<file path="src/rtl/multicycle_controller.sv">
// multicycle_controller
//   Moore control FSM for a shared-memory, shared-ALU multicycle ARM subset
//   datapath: DP reg/imm (ADD/SUB/AND/ORR), LDR, STR and B. Drives the
//   datapath selects and the unconditioned RegW/MemW/PCS strobes. The flag
//   condition check sits downstream and gates the strobes.
//
//   Optional feature macro: MCCTRL_CMP_EN
//     defined   : cmd=1010 with S=1 (CMP) is legal. It sets flags only and
//                 returns to FETCH straight from EXECR/EXECI.
//     undefined : cmd=1010 is reported as Illegal in DECODE.
//
//   Handshake: MemReady is a completion strobe. A memory access (FETCH,
//   MEMRD, MEMWR) completes in the cycle where MemReady=1. The FSM holds
//   that state and its address/strobe outputs until then. MemReady drives
//   only IRWrite/NextPC in FETCH and the next-state logic. No select
//   depends on it.
//
//   dbg_state exposes the current state encoding for checkers.
module multicycle_controller #(
  parameter int         STATE_W = 4,
  parameter logic [3:0] PC_REG  = 4'hF
) (
  input  logic               clk,
  input  logic               reset_n,
  input  logic [1:0]         Op,
  input  logic [5:0]         Funct,
  input  logic [3:0]         Rd,
  input  logic               MemReady,
  output logic               IRWrite,
  output logic               NextPC,
  output logic               AdrSrc,
  output logic               ALUSrcA,
  output logic [1:0]         ALUSrcB,
  output logic [1:0]         ResultSrc,
  output logic [1:0]         ImmSrc,
  output logic [1:0]         RegSrc,
  output logic [1:0]         ALUControl,
  output logic [1:0]         FlagW,
  output logic               RegW,
  output logic               MemW,
  output logic               PCS,
  output logic               Illegal,
  output logic [STATE_W-1:0] dbg_state
);

  typedef enum logic [STATE_W-1:0] {
    s_fetch  = 0,
    s_decode = 1,
    s_memadr = 2,
    s_memrd  = 3,
    s_memwb  = 4,
    s_memwr  = 5,
    s_execr  = 6,
    s_execi  = 7,
    s_aluwb  = 8,
    s_branch = 9
  } state_t;

  state_t     state_q;
  state_t     state_next;

  logic [3:0] cmd;
  logic       s_bit;
  logic       cmd_add;
  logic       cmd_sub;
  logic       cmd_and;
  logic       cmd_orr;
  logic       cmd_cmp;
  logic       dp_legal;
  logic       enc_illegal;
  logic [1:0] alu_ctrl_dec;
  logic [1:0] flagw_dec;
  logic       branch;

  // IR field decode
  assign cmd     = Funct[4:1];
  assign s_bit   = Funct[0];
  assign cmd_add = (cmd == 4'b0100);
  assign cmd_sub = (cmd == 4'b0010);
  assign cmd_and = (cmd == 4'b0000);
  assign cmd_orr = (cmd == 4'b1100);
`ifdef MCCTRL_CMP_EN
  assign cmd_cmp = (cmd == 4'b1010) & s_bit;
`else
  assign cmd_cmp = 1'b0;
`endif
  assign dp_legal    = cmd_add | cmd_sub | cmd_and | cmd_orr | cmd_cmp;
  assign enc_illegal = (Op == 2'b11) | ((Op == 2'b00) & ~dp_legal);

  // Immediate and register-port selects follow the opcode directly
  assign ImmSrc    = Op;
  assign RegSrc    = {(Op == 2'b01), (Op == 2'b10)};
  assign dbg_state = state_q;

  // ALU operation and flag-write enables, used only in EXECR/EXECI
  always_comb begin
    alu_ctrl_dec = 2'b00;
    flagw_dec    = 2'b00;
    if (cmd_cmp) begin
      alu_ctrl_dec = 2'b01;
      flagw_dec    = 2'b11;
    end else begin
      if (cmd_sub)      alu_ctrl_dec = 2'b01;
      else if (cmd_and) alu_ctrl_dec = 2'b10;
      else if (cmd_orr) alu_ctrl_dec = 2'b11;
      flagw_dec = {s_bit, s_bit & (cmd_add | cmd_sub)};
    end
  end

  // State register with synchronous active-low reset
  always_ff @(posedge clk) begin
    if (!reset_n) state_q <= s_fetch;
    else          state_q <= state_next;
  end

  // Next-state and per-state outputs; strobes are forced low during reset
  always_comb begin
    state_next = s_fetch;
    IRWrite    = 1'b0;
    NextPC     = 1'b0;
    AdrSrc     = 1'b0;
    ALUSrcA    = 1'b0;
    ALUSrcB    = 2'b00;
    ResultSrc  = 2'b00;
    ALUControl = 2'b00;
    FlagW      = 2'b00;
    RegW       = 1'b0;
    MemW       = 1'b0;
    Illegal    = 1'b0;
    branch     = 1'b0;
    PCS        = 1'b0;

    case (state_q)
      s_fetch: begin
        AdrSrc     = 1'b0;
        ALUSrcA    = 1'b1;
        ALUSrcB    = 2'b10;
        ResultSrc  = 2'b10;
        IRWrite    = MemReady;
        NextPC     = MemReady;
        state_next = MemReady ? s_decode : s_fetch;
      end
      s_decode: begin
        ALUSrcA   = 1'b1;
        ALUSrcB   = 2'b10;
        ResultSrc = 2'b10;
        if (enc_illegal) begin
          Illegal    = 1'b1;
          state_next = s_fetch;
        end else begin
          case (Op)
            2'b01:   state_next = s_memadr;
            2'b00:   state_next = Funct[5] ? s_execi : s_execr;
            2'b10:   state_next = s_branch;
            default: state_next = s_fetch;
          endcase
        end
      end
      s_memadr: begin
        ALUSrcB    = 2'b01;
        state_next = Funct[0] ? s_memrd : s_memwr;
      end
      s_memrd: begin
        AdrSrc     = 1'b1;
        state_next = MemReady ? s_memwb : s_memrd;
      end
      s_memwb: begin
        ResultSrc  = 2'b01;
        RegW       = 1'b1;
        state_next = s_fetch;
      end
      s_memwr: begin
        AdrSrc     = 1'b1;
        MemW       = 1'b1;
        state_next = MemReady ? s_fetch : s_memwr;
      end
      s_execr: begin
        ALUSrcB    = 2'b00;
        ALUControl = alu_ctrl_dec;
        FlagW      = flagw_dec;
        state_next = cmd_cmp ? s_fetch : s_aluwb;
      end
      s_execi: begin
        ALUSrcB    = 2'b01;
        ALUControl = alu_ctrl_dec;
        FlagW      = flagw_dec;
        state_next = cmd_cmp ? s_fetch : s_aluwb;
      end
      s_aluwb: begin
        ResultSrc  = 2'b00;
        RegW       = 1'b1;
        state_next = s_fetch;
      end
      s_branch: begin
        ALUSrcB    = 2'b01;
        ResultSrc  = 2'b10;
        branch     = 1'b1;
        state_next = s_fetch;
      end
      default: state_next = s_fetch;
    endcase

    PCS = ((Rd == PC_REG) & RegW) | branch;

    if (!reset_n) begin
      IRWrite = 1'b0;
      NextPC  = 1'b0;
      RegW    = 1'b0;
      MemW    = 1'b0;
      PCS     = 1'b0;
      Illegal = 1'b0;
      FlagW   = 2'b00;
    end
  end

endmodule
</file>
<file path="config.mk">
export PLATFORM = sky130hd
export DESIGN_NAME = multicycle_controller
export DESIGN_NICKNAME = d
export VERILOG_FILES = /design/src/rtl/multicycle_controller.sv
export SDC_FILE = /design/constraint.sdc
export NUM_CORES = 1
export LEC_CHECK = 0
export CAP_MARGIN = 20
export CORE_MARGIN = 1.5
export CORE_UTILIZATION = 34
export CTS_BUF_LIST = sky130_fd_sc_hd__clkbuf_8
export DETAILED_ROUTE_END_ITERATION = 8
export HOLD_SLACK_MARGIN = 0.02
export PLACE_DENSITY = 0.93
export RECOVER_POWER = 50
export SLEW_MARGIN = 25
export SYNTH_ARGS = -nofsm -noshare
export SYNTH_HDL_FRONTEND = slang
export SYNTH_SLANG_ARGS = --single-unit
</file>
<file path="constraint.sdc">
create_clock -name clk -period 1.6 [get_ports clk]
set_clock_uncertainty 0.05 [all_clocks]
set_input_delay 0.32 -clock clk [delete_from_list [all_inputs] [get_ports clk]]
set_output_delay 0.32 -clock clk [all_outputs]
set_load 0.01 [all_outputs]
</file>
==> flow_metrics.env, run 1 <==
export IMPL_status="did not finish"
export IMPL_lastStage="5_1_grt"
export IMPL_error="[ERROR DPL-0038] Utilization greater than 100%, impossible to legalize"
export IMPL_syn_area_per_cell_um2=6.91
export IMPL_initial_core_util_pct=37.8
export IMPL_ys_async_sr_fraction_pct=0
export IMPL_die_x_um=41.5
export IMPL_fp_dieH_um=41.5
export IMPL_synth_top_cell_area_share_pct=15.9
export IMPL_synth_area_leaders="dfxtp_1 16%, nor2b_1 8.7%, a21oi_1 6.0%"
export IMPL_globalplace_congestion=0.794
export IMPL_endpoint_type="primary output"
export IMPL_ctsRootBufferMaster="clkbuf_8"
export IMPL_worst_endpoint="FlagW[0]"
export IMPL_dp_hpwl_um=1670
export IMPL_cts_buffer_depth=2
export IMPL_syn_instance_count=73
export IMPL_seq_area_frac_synth_pct=15.9
export IMPL_synth_main_ff_cell="dfxtp_1"
export IMPL_cts_sinks=4
export IMPL_std_cell_rows=13
export IMPL_synth_seq_cells=4
export IMPL_boundaryPins=39
export IMPL_synth_area_leader_cell="dfxtp_1"
export IMPL_htree_levels=1
export IMPL_cts_inserted_buffers=3
export IMPL_synth_edf_count=0
export IMPL_grt_max_degree=8
export IMPL_portBuffers=38
export IMPL_yosys_top_cells_count="7 x nand2_1, 7 x nor2b_1, 6 x a21oi_1, 6 x nor3_1, 5 x nor2_1"
export IMPL_syn_area_um2=504
export IMPL_synth_nets=88
export IMPL_synth_cell_types=29
export IMPL_synth_warnings=0
==> logic make-up after synthesis <==
kind of cell	Yosys count	synth area share, %
simple gates	37	41.7
flops	4	15.9
xor+xnor	4	6.95
compound gates	17	23.1
buf+inv	10	10.4
mux	1	1.99
==> through the flow <==
stage / cells / cell area (µm²) / hold slack [ns] / util [%] / worst slack (ns)
floorplan: 73 / 526 / 0.388 / - / 0.00664
detailed placement: 150 / 1110 / 0.611 / 83.4 / -0.839
CTS: 161 / 1250 / 0.550 / 93.4 / -0.126
global placement: 150 / 1110 / 0.598 / 83.4 / -0.786
==> repair_timing <==
| item | 4_1_cts |
|---|---|
| setup endpoints to repair | 26 |
| hold buffers | 0 |
| buffers inserted | 8 |
| resized for setup | 127 |
| pin swaps | 13 |
==> run 2: changes to the inputs <==
--- a/config.mk
+++ b/config.mk
@@ -6,12 +6,10 @@
 export NUM_CORES = 1
 export LEC_CHECK = 0
 export CAP_MARGIN = 20
-export CORE_MARGIN = 1.5
-export CORE_UTILIZATION = 34
-export CTS_BUF_LIST = sky130_fd_sc_hd__clkbuf_8
+export CORE_AREA = 2 2 63 65
 export DETAILED_ROUTE_END_ITERATION = 8
-export HOLD_SLACK_MARGIN = 0.02
-export PLACE_DENSITY = 0.93
+export DIE_AREA = 0 0 65 67
+export PLACE_DENSITY_LB_ADDON = 0.15
 export RECOVER_POWER = 50
 export SLEW_MARGIN = 25
 export SYNTH_ARGS = -nofsm -noshare
==> run 2 against run 1 <==
The flow now finishes, with violations (negative setup slack); area after synthesis unchanged; synthesized cell count unchanged.
==> flow_metrics.env, run 2 <==
export IMPL_overflow=0
export IMPL_hold_depth=2
export IMPL_boundaryPins=39
export IMPL_cap_viol_max_count=0
export IMPL_critPathSlowestCell="dfxtp_4"
export IMPL_holdCritStartpoint="dbg_state[1]"
export IMPL_coreArea_um2=3610
export IMPL_antenna_found_initial=0
export IMPL_antenna_left=0
export IMPL_cpPeakStageDelay_ns=0.33
export IMPL_timing_final_ws_setup_ns=-0.0826
export IMPL_ff2ff_path_depth=7
export IMPL_first_pass_iters=4
export IMPL_ctsRootBufferMaster="clkbuf_8"
export IMPL_grt_max_degree=9
export IMPL_drive_gt1_share_pct=55.2
export IMPL_globalplace_congestion=0.776
export IMPL_syn_instance_count=73
export IMPL_ys_async_sr_fraction_pct=0
export IMPL_hold_viol_final=0
export IMPL_cellPowerDensity_nw_per_um2=453
export IMPL_relSlewSlack_pct=81.4
export IMPL_min_period_ns=1.68
export IMPL_slew_viol_final=0
export IMPL_cp_cell_sequence="buf_6 > nor2b_4 > nand2_4 > nor2_4 > nor4b_4 > buf_2"
export IMPL_timing_rr_start="dbg_state[3]"
export IMPL_synth_nets=88
export IMPL_n_fill_cell=406
export IMPL_grt_pass1_wl_um=3440
export IMPL_leakage_nw=0.596
export IMPL_portBuffers=38
export IMPL_syn_area_per_cell_um2=6.91
export IMPL_dp_hpwl_um=1640
export IMPL_htree_levels=1
export IMPL_wl_per_cell_um=11.1
export IMPL_grt_use_total_pct=10.2
export IMPL_synth_warnings=0
export IMPL_path_max_fanout=3
export IMPL_status="finished with violations"
export IMPL_holdWs_ns=0.496
export IMPL_setup_viol=8
export IMPL_cts_buffer_depth=2
export IMPL_num_vias=782
export IMPL_post_drt_via_cell_ratio=4.09
export IMPL_diodes=0
export IMPL_cp_required_ns=1.23
export IMPL_synth_edf_count=0
export IMPL_cp_start_kind="flop"
export IMPL_synth_main_ff_cell="dfxtp_1"
export IMPL_worstMarginPinSlew_ns=0.279
export IMPL_dp_cells=182
export IMPL_fp_dieH_um=67
export IMPL_hp_class="flop to flop"
export IMPL_final_cell_mix="24 x buf_4, 14 x buf_2, 13 x dlygate4sd2_1"
export IMPL_yosys_top_cells_count="7 x nand2_1, 7 x nor2b_1, 6 x a21oi_1, 6 x nor3_1, 5 x nor2_1"
export IMPL_drc=0
export IMPL_vdd_drop_max_mv=0.168
export IMPL_grt_pass1_vias=793
export IMPL_synth_area_leader_cell="dfxtp_1"
export IMPL_layout_nets=160
export IMPL_initial_core_util_pct=14.0
export IMPL_fin_cells=191
export IMPL_seq_area_frac_synth_pct=15.9
export IMPL_cp_end_kind="output port"
export IMPL_synth_seq_cells=4
export IMPL_routed_wl_um=2120
export IMPL_critPathLaunch="dbg_state[3]"
export IMPL_detail_route_iter0_violations=19
export IMPL_critical_path_class="flop to output port"
export IMPL_cp_arrival_ns=1.31
export IMPL_synth_cell_types=29
export IMPL_finalCritPeriodShare_pct=105
export IMPL_std_cell_rows=22
export IMPL_cts_tree="yes"
export IMPL_die_x_um=65
export IMPL_syn_to_final_growth_pct=155
export IMPL_largest_reg_flops=4
export IMPL_synth_area_leaders="dfxtp_1 16%, nor2b_1 8.7%, a21oi_1 6.0%"
export IMPL_fmax_ghz=0.594
export IMPL_clk_pin_slew_ns=0.03
export IMPL_cts_sinks=4
export IMPL_layout_commonest_cell="buf_4"
export IMPL_cts_inserted_buffers=3
export IMPL_syn_area_um2=504
export IMPL_synth_top_cell_area_share_pct=15.9
export IMPL_violations="negative setup slack"
export IMPL_clock_latency_ns=0.21
export IMPL_die_area_um2=4360
export IMPL_grt_setup_unrepaired="yes"
-- run 2: cell counts after synthesis --
Identical to the previous run, type by type.
-- run 2: through the flow --
step	setup TNS, ns	utilization (%)	setup WS [ns]	total power (W)	cell area [µm²]
floorplan	0	-	0.00664	0.000201	526
global placement	-8.89	31.8	-0.795	0.000358	1150
detailed placement	-8.86	31.8	-0.772	0.000358	1150
CTS	-0.401	34.6	-0.0985	0.000586	1250
global route	-1.14	35.7	-0.156	0.000627	1290
finish	-0.412	35.7	-0.0826	0.000583	1290
-- run 2: power by group --
part	switching, W	internal [W]
sequential	0.0000102	0.000104
clock	0.0000509	0.000160
combinational	0.000112	0.000147
total	0.000173	0.000410
-- run 2: layout make-up --
cell class                      count  area, µm²  area share [%]
Tap cell                           48       60.1            4.67
Timing Repair Buffer               74        587            45.6
Multi-Input combinational cell     59        494            38.4
Inverter                            3       11.3           0.875
Clock buffer                        3       41.3            3.21
Sequential cell                     4       92.6            7.20
-- run 2: cells by family (layout without fill, tap and decap cells) --
logic type | after synthesis | after routing | synth area share (%)
multiplexers | 1 | 1 | 1.99
flip-flops | 4 | 4 | 15.9
buffers and inverters | 10 | 80 | 10.4
AO/OA/AOI/OAI | 17 | 17 | 23.1
XOR/XNOR | 4 | 4 | 6.95
AND/OR/NAND/NOR | 37 | 37 | 41.7
-- run 2: path summary, 6_finish.rpt --
check / to / slack (ns)
worst max-delay path: FlagW[0] / -0.08
worst min-delay path: dbg_state[1] / 0.50
worst max register to register: dbg_state[2] / -0.07
worst min register to register: dbg_state[1] / 0.50
-- run 2: critical path: cells and delay by family (launching register included) --
family | cells | cell delay, ns
flops | 1 | 0.33
simple gates | 4 | 0.48
buf+inv | 2 | 0.28
-- run 2: timing repair --
item | 4_1_cts | 5_1_grt
resized for setup | 131 | 10
hold buffers | 0 | 0
pin swaps | 13 | 6
setup endpoints to repair | 25 | 15
buffers inserted | 5 | 1
-- run 2: routing by layer --
metal / part of all wire [%] / vias up / GRT usage, %
li1: - / 408 / -
met1: 45 / 345 / 12.2
met2: 47 / 27 / 17.3
met3: 6.4 / 2 / 1.69
met4: 1.2 / 0 / 5.59
met5: 0 / - / 0
No activity file was read; power rests on OpenSTA's default activity.
==> run 3: changes to the inputs <==
--- a/config.mk
+++ b/config.mk
@@ -9,7 +9,7 @@
 export CORE_AREA = 2 2 63 65
 export DETAILED_ROUTE_END_ITERATION = 8
 export DIE_AREA = 0 0 65 67
-export PLACE_DENSITY_LB_ADDON = 0.15
+export PLACE_DENSITY = 0.43
 export RECOVER_POWER = 50
 export SLEW_MARGIN = 25
 export SYNTH_ARGS = -nofsm -noshare
==> run 3 against run 2 <==
The run still ends with negative setup slack left; worst hold slack improved by 0.11 ns; design area is 6.7% higher; fmax down 1.9%; cell count increased by 3.7%; die area is the same; via count is 5.2% higher; sequential power barely moved; critical path depth unchanged; critical endpoint unchanged; largest cell class unchanged.
==> flow_metrics.env, run 3 (synthesized netlist as in run 2, its figures left out) <==
export IMPL_status="finished with violations"
export IMPL_violations="negative setup slack"
export IMPL_die_x_um=65
export IMPL_cp_end_kind="output port"
export IMPL_leakage_nw=0.646
export IMPL_min_period_ns=1.72
export IMPL_wl_per_cell_um=11.2
export IMPL_critical_path_class="flop to output port"
export IMPL_coreArea_um2=3610
export IMPL_grt_pass1_wl_um=3370
export IMPL_vdd_drop_max_mv=0.174
export IMPL_antenna_left=0
export IMPL_initial_core_util_pct=14.0
export IMPL_post_drt_via_cell_ratio=4.16
export IMPL_ctsRootBufferMaster="clkbuf_8"
export IMPL_n_fill_cell=388
export IMPL_grt_pass1_vias=775
export IMPL_antenna_found_initial=0
export IMPL_critPathLaunch="dbg_state[3]"
export IMPL_cp_required_ns=1.23
export IMPL_detail_route_iter0_violations=11
export IMPL_cts_sinks=4
export IMPL_routed_wl_um=2210
export IMPL_cp_start_kind="flop"
export IMPL_clock_latency_ns=0.22
export IMPL_cellPowerDensity_nw_per_um2=449
export IMPL_portBuffers=38
export IMPL_overflow=0
export IMPL_hold_buffers=0
export IMPL_dp_hpwl_um=1620
export IMPL_cts_inserted_buffers=3
export IMPL_diodes=0
export IMPL_hold_viol_final=0
export IMPL_globalplace_congestion=0.762
export IMPL_clk_pin_slew_ns=0.03
export IMPL_slew_viol_final=0
export IMPL_path_max_fanout=4
export IMPL_std_cell_rows=22
export IMPL_fmax_ghz=0.583
export IMPL_cp_arrival_ns=1.35
export IMPL_grt_setup_unrepaired="yes"
export IMPL_cap_viol_max_count=0
export IMPL_num_vias=823
export IMPL_hp_class="flop to flop"
export IMPL_timing_final_ws_setup_ns=-0.115
export IMPL_fin_util_pct=38.1
export IMPL_grt_max_degree=9
export IMPL_largest_reg_flops=4
export IMPL_boundaryPins=39
export IMPL_ff2ff_path_depth=7
export IMPL_grt_use_total_pct=10.1
export IMPL_fin_area_um2=1370
export IMPL_worstMarginPinSlew_ns=0.283
export IMPL_place_ws_ns=-0.767
export IMPL_fp_dieH_um=67
export IMPL_die_area_um2=4360
export IMPL_relSlewSlack_pct=81.1
export IMPL_final_cell_mix="32 x buf_4, 16 x buf_2, 11 x dlygate4sd2_1"
export IMPL_drive_gt1_share_pct=62.7
export IMPL_cts_buffer_depth=2
export IMPL_placed_area_um2=1170
export IMPL_first_pass_iters=4
export IMPL_htree_levels=1
export IMPL_holdCritStartpoint="dbg_state[3]"
export IMPL_layout_nets=167
export IMPL_drc=0
export IMPL_setup_viol=9
export IMPL_layout_commonest_cell="buf_4"
export IMPL_cts_tree="yes"
export IMPL_fin_setup_tns_ns=-0.573
export IMPL_hold_depth=2
export IMPL_syn_to_final_growth_pct=172
export IMPL_timing_rr_start="dbg_state[3]"
export IMPL_finalCritPeriodShare_pct=107
[run 3: changes by cell type in the layout (fill, tap and decap cells not counted), sizes merged]
cell           delta
clkdlybuf4s50     +4
dlygate4sd2       -2
buf               +9
clkdlybuf4s15     -3
dlymetal6s2s      +1
clkdlybuf4s25     -2
[run 3: final cells by class]
type / instances / area [µm²] / share of cell area (%)
clock buffer: 3 / 41.3 / 3.01
inverter: 3 / 11.3 / 0.820
multi-input combinational: 59 / 527 / 38.4
sequential: 4 / 92.6 / 6.75
tap: 48 / 60.1 / 4.38
timing repair buffer: 81 / 641 / 46.7
[run 3: power breakdown]
part	switching [W]	total [W]	internal, W
Combinational	0.000118	0.000286	0.000168
Clock	0.0000542	0.000215	0.000161
Sequential	0.0000113	0.000115	0.000104
[run 3: worst paths after layout]
path	slack, ns	endpoint
max reg2reg	-0.05	dbg_state[2]
max	-0.12	FlagW[0]
min	0.61	dbg_state[3]
min reg2reg	0.61	dbg_state[3]
[run 3: layer usage]
layer	global-route usage, %	wire [µm]	part of all wire [%]
met1	12.3	955	43
met2	16.9	1090	49
met3	1.86	116	5.2
met4	5.59	49	2.2
met5	0	0	0
[run 3: per-stage QoR]
step	cells	total power (W)	hold WS (ns)
floorplan	73	0.000201	0.388
global placement	185	0.000364	0.676
detailed placement	185	0.000365	0.667
CTS	195	0.000603	0.558
global route	198	0.000654	0.650
finish	198	0.000616	0.608
[run 3: timing repair]
item	4_1_cts	5_1_grt
gates resized for setup	130	15
endpoints found under the setup margin	25	19
gates cloned	0	0
pin swaps	13	5
setup buffers	7	4
hold endpoints to repair	0	0
[run 3: critical path, stage by stage (launching register included)]
cell	delay (ns)
dfxtp_4	0.35
buf_12	0.13
nor2b_4	0.10
nand2_2	0.09
nor2_2	0.10
nor4b_4	0.19
buf_2	0.16
==> run 4: changes to the inputs <==
--- a/config.mk
+++ b/config.mk
@@ -7,6 +7,7 @@
 export LEC_CHECK = 0
 export CAP_MARGIN = 20
 export CORE_AREA = 2 2 63 65
+export CTS_BUF_LIST = sky130_fd_sc_hd__clkbuf_8
 export DETAILED_ROUTE_END_ITERATION = 8
 export DIE_AREA = 0 0 65 67
 export PLACE_DENSITY = 0.43
==> results of run 4 <==
Same layout as run 3: the final DEF is identical, and so are final timing and power.
